**src/rtl/encode_string_stream_if.sv**
```systemverilog
// encode_string_stream_if: control, payload-in and encoded-out stream bundle
interface encode_string_stream_if #(parameter int LEN_W = 16);
  logic             start;
  logic [LEN_W-1:0] s_len;
  logic [7:0]       in_data;
  logic             in_valid;
  logic             in_ready;
  logic [7:0]       out_data;
  logic             out_valid;
  logic             out_ready;
  logic             out_last;
  logic             busy;
  logic             done;
  modport master (
    output start, s_len, in_data, in_valid, out_ready,
    input  in_ready, out_data, out_valid, out_last, busy, done
  );
  modport slave (
    input  start, s_len, in_data, in_valid, out_ready,
    output in_ready, out_data, out_valid, out_last, busy, done
  );
endinterface

```
**src/rtl/encode_string_stream.sv**
```systemverilog
// encode_string_stream: emits left_encode(bitlen(S)) || S as a byte stream
module encode_string_stream #(
  parameter int LEN_W = 16
) (
  input logic                   clk,
  input logic                   rst_n,
  encode_string_stream_if.slave bus
);
  localparam int BL_W = LEN_W + 3;
  localparam int MAXN = (BL_W + 7) / 8;
  localparam int NW   = $clog2(MAXN + 1);
  typedef enum logic [2:0] {IDLE, HDR_N, HDR_X, PAYLOAD, DONE} state_t;
  state_t           state_q, state_d;
  logic [BL_W-1:0]  bl_q, bl_d, bl_in;
  logic [NW-1:0]    n_q, n_d, n_in, k_q, k_d;
  logic [LEN_W-1:0] rem_q, rem_d, len;
  logic [7:0]       hdr_byte;
  logic             xfer, len_zero;
  assign bl_in    = {bus.s_len, 3'b000};
  assign len      = bl_q[BL_W-1:3];
  assign len_zero = len == '0;
  assign hdr_byte = 8'(bl_q >> {k_q, 3'b000});
  assign xfer     = bus.out_valid && bus.out_ready;
  // smallest byte count n whose range covers the captured bit length
  always_comb begin
    n_in = NW'(1);
    for (int i = 1; i < MAXN; i++)
      if ((bl_in >> (8 * i)) != '0) n_in = NW'(i + 1);
  end
  // state and datapath registers; reset aborts any encoding in flight
  always_ff @(posedge clk or negedge rst_n) begin
    if (!rst_n) begin
      state_q <= IDLE;
      bl_q    <= '0;
      n_q     <= '0;
      k_q     <= '0;
      rem_q   <= '0;
    end else begin
      state_q <= state_d;
      bl_q    <= bl_d;
      n_q     <= n_d;
      k_q     <= k_d;
      rem_q   <= rem_d;
    end
  end
  // next state: every step advances only on a completed output transfer
  always_comb begin
    state_d = state_q;
    bl_d    = bl_q;
    n_d     = n_q;
    k_d     = k_q;
    rem_d   = rem_q;
    case (state_q)
      IDLE: if (bus.start) begin
        bl_d    = bl_in;
        n_d     = n_in;
        state_d = HDR_N;
      end
      HDR_N: if (xfer) begin
        k_d     = n_q - NW'(1);
        state_d = HDR_X;
      end
      HDR_X: if (xfer) begin
        if (k_q != '0) k_d = k_q - NW'(1);
        else if (len_zero) state_d = DONE;
        else begin
          rem_d   = len;
          state_d = PAYLOAD;
        end
      end
      PAYLOAD: if (xfer) begin
        rem_d   = rem_q - LEN_W'(1);
        state_d = rem_q == LEN_W'(1) ? DONE : PAYLOAD;
      end
      default: state_d = IDLE;
    endcase
  end
  // outputs: header bytes from registers, payload passed straight through
  always_comb begin
    bus.out_valid = state_q == HDR_N || state_q == HDR_X || (state_q == PAYLOAD && bus.in_valid);
    bus.out_data  = state_q == HDR_N ? 8'(n_q) :
                    state_q == HDR_X ? hdr_byte :
                    state_q == PAYLOAD ? bus.in_data : 8'h00;
    bus.out_last  = (state_q == HDR_X && k_q == '0 && len_zero) ||
                    (state_q == PAYLOAD && rem_q == LEN_W'(1));
    bus.in_ready  = state_q == PAYLOAD && bus.out_ready;
    bus.busy      = state_q != IDLE;
    bus.done      = state_q == DONE;
  end
endmodule

```
**src/flat_wrapper.sv**
```systemverilog
// flat-port wrapper written by rule: the top's interface ports become plain ports
module encode_string_stream_flat 
#(
  parameter int LEN_W = 16
)
  (clk, rst_n, bus_start, bus_s_len, bus_in_data, bus_in_valid, bus_out_ready, bus_in_ready, bus_out_data, bus_out_valid, bus_out_last, bus_busy, bus_done);
  encode_string_stream_if #(.LEN_W(LEN_W)) bus_i ();
  input logic clk;
  input logic rst_n;
  input wire logic [$bits(bus_i.start)-1:0] bus_start;
  input wire logic [$bits(bus_i.s_len)-1:0] bus_s_len;
  input wire logic [$bits(bus_i.in_data)-1:0] bus_in_data;
  input wire logic [$bits(bus_i.in_valid)-1:0] bus_in_valid;
  input wire logic [$bits(bus_i.out_ready)-1:0] bus_out_ready;
  output wire logic [$bits(bus_i.in_ready)-1:0] bus_in_ready;
  output wire logic [$bits(bus_i.out_data)-1:0] bus_out_data;
  output wire logic [$bits(bus_i.out_valid)-1:0] bus_out_valid;
  output wire logic [$bits(bus_i.out_last)-1:0] bus_out_last;
  output wire logic [$bits(bus_i.busy)-1:0] bus_busy;
  output wire logic [$bits(bus_i.done)-1:0] bus_done;
  assign bus_i.start = bus_start;
  assign bus_i.s_len = bus_s_len;
  assign bus_i.in_data = bus_in_data;
  assign bus_i.in_valid = bus_in_valid;
  assign bus_i.out_ready = bus_out_ready;
  assign bus_in_ready = bus_i.in_ready;
  assign bus_out_data = bus_i.out_data;
  assign bus_out_valid = bus_i.out_valid;
  assign bus_out_last = bus_i.out_last;
  assign bus_busy = bus_i.busy;
  assign bus_done = bus_i.done;
  encode_string_stream #(.LEN_W(LEN_W)) u_core (.clk(clk), .rst_n(rst_n), .bus(bus_i));
endmodule
```
**config.mk**
```make
export PLATFORM = sky130hd
export DESIGN_NAME = encode_string_stream_flat
export DESIGN_NICKNAME = d
export VERILOG_FILES = /design/src/rtl/encode_string_stream_if.sv /design/src/rtl/encode_string_stream.sv /design/src/flat_wrapper.sv
export SDC_FILE = /design/constraint.sdc
export NUM_CORES = 1
export LEC_CHECK = 0
export CORE_UTILIZATION = 35
export CTS_CLUSTER_DIAMETER = 50
export CTS_CLUSTER_SIZE = 24
export DETAILED_ROUTE_END_ITERATION = 6
export GPL_ROUTABILITY_DRIVEN = 0
export PLACE_DENSITY = 0.69
export SLEW_MARGIN = 20
export SYNTH_ARGS = -nofsm -noshare
export SYNTH_HDL_FRONTEND = slang
export SYNTH_SLANG_ARGS = --single-unit
```
**constraint.sdc**
```tcl
create_clock -name clk -period 2 [get_ports clk]
set_input_delay 0.4 -clock clk [delete_from_list [all_inputs] [get_ports clk]]
set_output_delay 0.4 -clock clk [all_outputs]
set_load 0.05 [all_outputs]
```
Word level (Yosys, flattened, before mapping) --
Cells that the tools add are included. W data, S select, Z words.
Word-level totals: bits in latches 0, memory bits (read-only) 0, bits of input ports 29, memories kept 0, word-level logic and storage cells 65, register bits after elaboration 39, RAM bits 0
Operators by class: shifts and indexed selects 1, reduce and logical (&&, ||, !) cells 22, equality and inequality tests 12, div/mod/pow operators 0, multiplexer cells 22, $add $sub $neg 3, bitwise gates (word level) 0, multipliers 0, order comparisons 0
Operator list (number):
- $mux W16 | 4
- $reduce_bool A19 Y1 | 2
- $pmux W16 S2 | 1
- $mux W8 | 3
- $mux W3 | 7
- $shr A19 B5 Y8 | 1
- $eq A16 B1 Y1 const B | 1
- $logic_not A16 Y1 | 1
- $sub A16 B1 Y16 const B | 1
- $pmux W3 S4 | 1
- $mux W2 | 5
- $reduce_and A5 Y1 | 2
- $ne A2 B1 Y1 const B | 4
- $eq A3 B2 Y1 const B | 2
- $logic_and A1 B1 Y1 | 6
- $ne A2 B2 Y1 const B | 3
- $reduce_bool A2 Y1 | 3
- $pmux W2 S2 | 1
- $reduce_and A4 Y1 | 1
- $sub A2 B1 Y2 const B | 2
- $eq A3 B1 Y1 const B | 1
- $eq A3 B3 Y1 const B | 1
- $logic_not A3 Y1 | 1
- $logic_or A1 B1 Y1 | 3
- other kinds (3) | 3

Depth between registers and ports, before layout --
depth in word-level cells 6, depth in mapped cells 7

Worst setup path before layout --
OpenSTA, ideal clock, no wires.
kind reg-to-output, from register u_core.state_q[1], to output port bus_out_last, buffers on the path 1, arrival 2.410 ns, setup slack -0.810 ns, cell stages (with the launch flop) 5, required time 1.600 ns, path through dfrtp_1 buf_2 nor3b_1 nand2_1 o31ai_1
On the way: cells in the longest elaborated chain, start to end 4, elaborated cells between the ends (all ways) 6, classes of those cells 2 x eq/ne; 4 x reduce/logical
Ends and longest elaborated chain:
- start, declared | line encode_string_stream.sv:13 | state_t state_q, state_d;
- start signal, assigned | line encode_string_stream.sv:39 | state_q <= state_d;
- $eq A3 B2 Y1 | line encode_string_stream.sv:84 | bus.out_last = (state_q == HDR_X && k_q == '0 && len_zero) ||
- $logic_and A1 B1 Y1 (2 in a row) | line encode_string_stream.sv:84
- $logic_or A1 B1 Y1 (*) | line encode_string_stream.sv:84
- end, declared | line flat_wrapper.sv:18 | output wire logic [$bits(bus_i.out_last)-1:0] bus_out_last;
Mark *: on every way between the ends. The rest lies on a longest branch, timed or not.

Final worst setup path --
from register u_core.rem_q[14], to output port bus_out_last
On the way: cells in the longest elaborated chain, start to end 3
Ends and longest elaborated chain:
- start, declared | line encode_string_stream.sv:16 | logic [LEN_W-1:0] rem_q, rem_d, len;
- start signal, assigned | line encode_string_stream.sv:43 | rem_q <= rem_d;
- $eq A16 B1 Y1 | line encode_string_stream.sv:85 | (state_q == PAYLOAD && rem_q == LEN_W'(1));
- $logic_and A1 B1 Y1 | line encode_string_stream.sv:85
- $logic_or A1 B1 Y1 | line encode_string_stream.sv:84
No other way between the ends.

==> impl_metrics.yaml <==
setup_path:
  cp-start-kind: "flop"
  cp_slowest_cell: "or4_4"
  cp_num_cells: 6
  critPathArrivalTime_ps: 2040
  path_cells: "or4_4, nor4_4, buf_4, nand2_4, o31ai_4, buf_12"
  cpPeakStageDelay_ps: 560
  regToRegEndpoint: "u_core.rem_q[12]"
  path_buf_inv: 2
  worst_ep_required_time_ps: 1600
  cp-end-kind: "primary output"
  critPathTopFamily: "simple AND/OR/NAND/NOR gates"
  crit_type: "reg -> out"
  crit_fanout: 2
  reg2reg_slack_ps: 0
  r2r_start: "u_core.k_q[0]"
  r2r_cells: 5
detailed_routing:
  wl_per_cell_um: 18.5
  num_vias: 2674
  route.detailed.drc: 0
  totalWireLength_um: 8440
  vias_per_cell: 5.85
  ant_nets: 0
  drt_iter0_drc: 247
  dr.pass1.iters: 6
die:
  core_area_um2: 6940
  io_pins: 42
  rows: 30
  fp.dieW_um: 87.9
  start_util_pct: 37.2
  die_h_um: 87.9
  dieArea_um2: 7720
hold_path:
  hp-class: "in -> async"
sta:
  finalSetupViolCount: 4
  hold_viol_final: 0
  finalCriticalPeriod_ps: 2440
  slew_headroom_pct: 68.5
  fin_tns_setup_ps: -522
  drv_slew: 0
  setup_ws_ps: -436
  finalClockSkew_ps: 10.4
  rsz0062_at_grt: "true"
  fin_crit_sh_pct: 122
  max_freq_ghz: 0.411
  tightest_slew_ps: 473
cts:
  h-tree-depth: 2
  hold_buffers: 0
  numCtsBuffers: 5
  root_buffer: "clkbuf_8"
  clock_path_buffers: 2
  clkTransAtPathRegs_ps: 90
  cts_tree: "yes"
  worst_skew_pair.late_latency_ps: 300
  cts_sinks: 39
synthesis:
  yosysWarnings: 0
  ys_seq_area_share_pct: 37.8
  synthTopCellsByArea: "dfrtp_1 38%, mux2_2 7.0%, nor2_1 2.9%"
  netlist_area_um2: 2580
  synthDistinctLibCells: 66
  synth_most_common_cell: "dfrtp_1"
  yosys_most_used_dff: "dfrtp_1"
  synth-edff-count: 0
  synthArstFlopShare_pct: 100
  synth_fp_nets: 295
  synth_top_cell_area_share_pct: 37.8
  synth_seq_cells: 39
  yosys-top-cells-count: "39 x dfrtp_1, 20 x nor2_1, 18 x nand2_1, 16 x mux2_2"
  yosys.area.top_type: "dfrtp_1"
  syn_inst: 264
  synth.avg_cell_area_um2: 9.77
status:
  violations: "negative setup slack"
  run_status: "complete, but fails checks"
power_and_ir_drop:
  p_switching_mw: 2.99
  p_per_area_nw_per_um2: 1660
  switching_share_pct: 44.5
  seq_power_share_pct: 22.3
  design_power_total_mw: 6.73
  max-vdd-ir-drop_mv: 0.957
  p_leak_nw: 1.62
  combPwrFrac_pct: 67.0
  clockPowerShare_pct: 10.7
  p_int_mw: 3.74
placement:
  hpwl_um: 5850
  place_ws_ps: -250
  io_buffers: 41
grt:
  grt_pass1_wl_um: 13800
  grt_max_degree: 23
  grt_pass1_vias: 2652
  gr-total-overflow: 0
  antenna_found_initial: 0
  grt_use_total_pct: 23.5
final_layout:
  fin_util_pct: 58.3
  areaGrowthSynthToFinish_pct: 56.9
  nets: 391
  fill_cells: 554
  drive_above_1_share_pct: 46.0
  antenna_cells: 0
job:
  drv_cap: 0
==> area by class of cell <==
type	instances	area [um2]	share of cell area (%)
well taps	96	120	2.97
repair buffers	108	1090	26.8
clock buffers	6	82.6	2.04
flip-flops and latches	39	982	24.3
inverters	8	33.8	0.835
clock inverters	2	38.8	0.958
multi-input cells	198	1700	42.1
==> placed cells by master (no fill, tap or decap), drive strengths merged, types with 2 or more instances in the layout <==
| master | synthesis | final |
|---|---|---|
| nand3 | 4 | 4 |
| clkbuf | 13 | 6 |
| nor2b | 4 | 4 |
| o221a | 2 | 2 |
| xor2 | 2 | 2 |
| o21ai | 13 | 13 |
| o31ai | 3 | 3 |
| nor4 | 13 | 13 |
| a22oi | 2 | 2 |
| mux2 | 17 | 17 |
| mux2i | 5 | 5 |
| o211ai | 10 | 10 |
| nor3 | 12 | 12 |
| clkdlybuf4s50 | 0 | 27 |
| o2bb2ai | 7 | 7 |
| o32a | 5 | 5 |
| nand4 | 2 | 2 |
| and2 | 2 | 2 |
| or4 | 4 | 4 |
| and3b | 2 | 2 |
| a211oi | 2 | 2 |
| nand2 | 18 | 18 |
| ha | 2 | 2 |
| a21oi | 11 | 11 |
| a31oi | 7 | 7 |
| nor2 | 20 | 20 |
| buf | 5 | 81 |
| a221o | 2 | 2 |
| nand2b | 4 | 4 |
| dfrtp | 39 | 39 |
| inv | 8 | 8 |
==> worst register-to-register path: cells and delay by family, from the launching register on <==
family,cells,cell delay (ps)
flops,1,460
simple gates,3,1110
buf+inv,1,140
compound gates,1,230
==> sequential cells by signal, summed over array words and instances (netlist names) <==
signal and flops:
u_core.bl_q 16, u_core.rem_q 16, u_core.state_q 3, u_core.k_q 2, u_core.n_q 2
==> power groups by stage <==
| stage | sequential, mW | clock, mW | combinational (mW) |
|---|---|---|---|
| finish | 1.50 | 0.720 | 4.51 |
| global route | 1.55 | 0.760 | 4.77 |
| CTS | 1.47 | 0.722 | 4.35 |
| detailed placement | 1.47 | 0 | 3.91 |
| global placement | 1.45 | 0 | 3.85 |
| floorplan | 1.45 | 0 | 2.35 |
==> worst max path at each step <==
stage / from / end / slack (ps)
after detailed placement: u_core.rem_q[14] / bus_out_last / -250
after CTS: u_core.rem_q[1] / bus_out_last / -450
after global routing: u_core.rem_q[1] / bus_out_last / -500
after floorplan: u_core.rem_q[3] / bus_out_last / -150
after global placement: u_core.rem_q[7] / bus_out_last / -230
final: u_core.rem_q[14] / bus_out_last / -440
==> timing repair <==
item	4_1_cts	5_1_grt
pin swaps	11	14
gates cloned	0	0
resized for setup	28	15
buffers inserted	16	3
endpoints found under the setup margin	12	23
endpoints found under the hold margin	0	0
==> routing by layer <==
metal	part of all wire [%]	wire (um)	track usage (%)	vias up
met1	42	3550	31.5	1305
li1	-	-	-	1210
met2	48	4090	38.1	143
met3	7.1	602	4.34	16
met5	0	0	0	-
met4	2.3	197	7.75	0
==> stage by stage <==
stage                     instance area [um2]  hold WS (ps)  cells
after floorplan                          2700           104    264
after detailed placement                 3640           379    436
after CTS                                4000          58.6    457
after global placement                   3640           372    436
after global routing                     4050          69.4    457
final                                    4050          47.4    457
==> kinds of logic after synthesis <==
logic type | after synthesis | share of synthesized area (%)
XOR/XNOR | 2 | 0.679
flip-flops | 39 | 37.8
AND/OR/NAND/NOR | 95 | 21.2
adder cells (fa/ha/maj) | 2 | 0.970
buffers and inverters | 27 | 6.40
multiplexers | 22 | 9.51
AO/OA/AOI/OAI | 77 | 23.4
(Power assumes the default switching activity.)
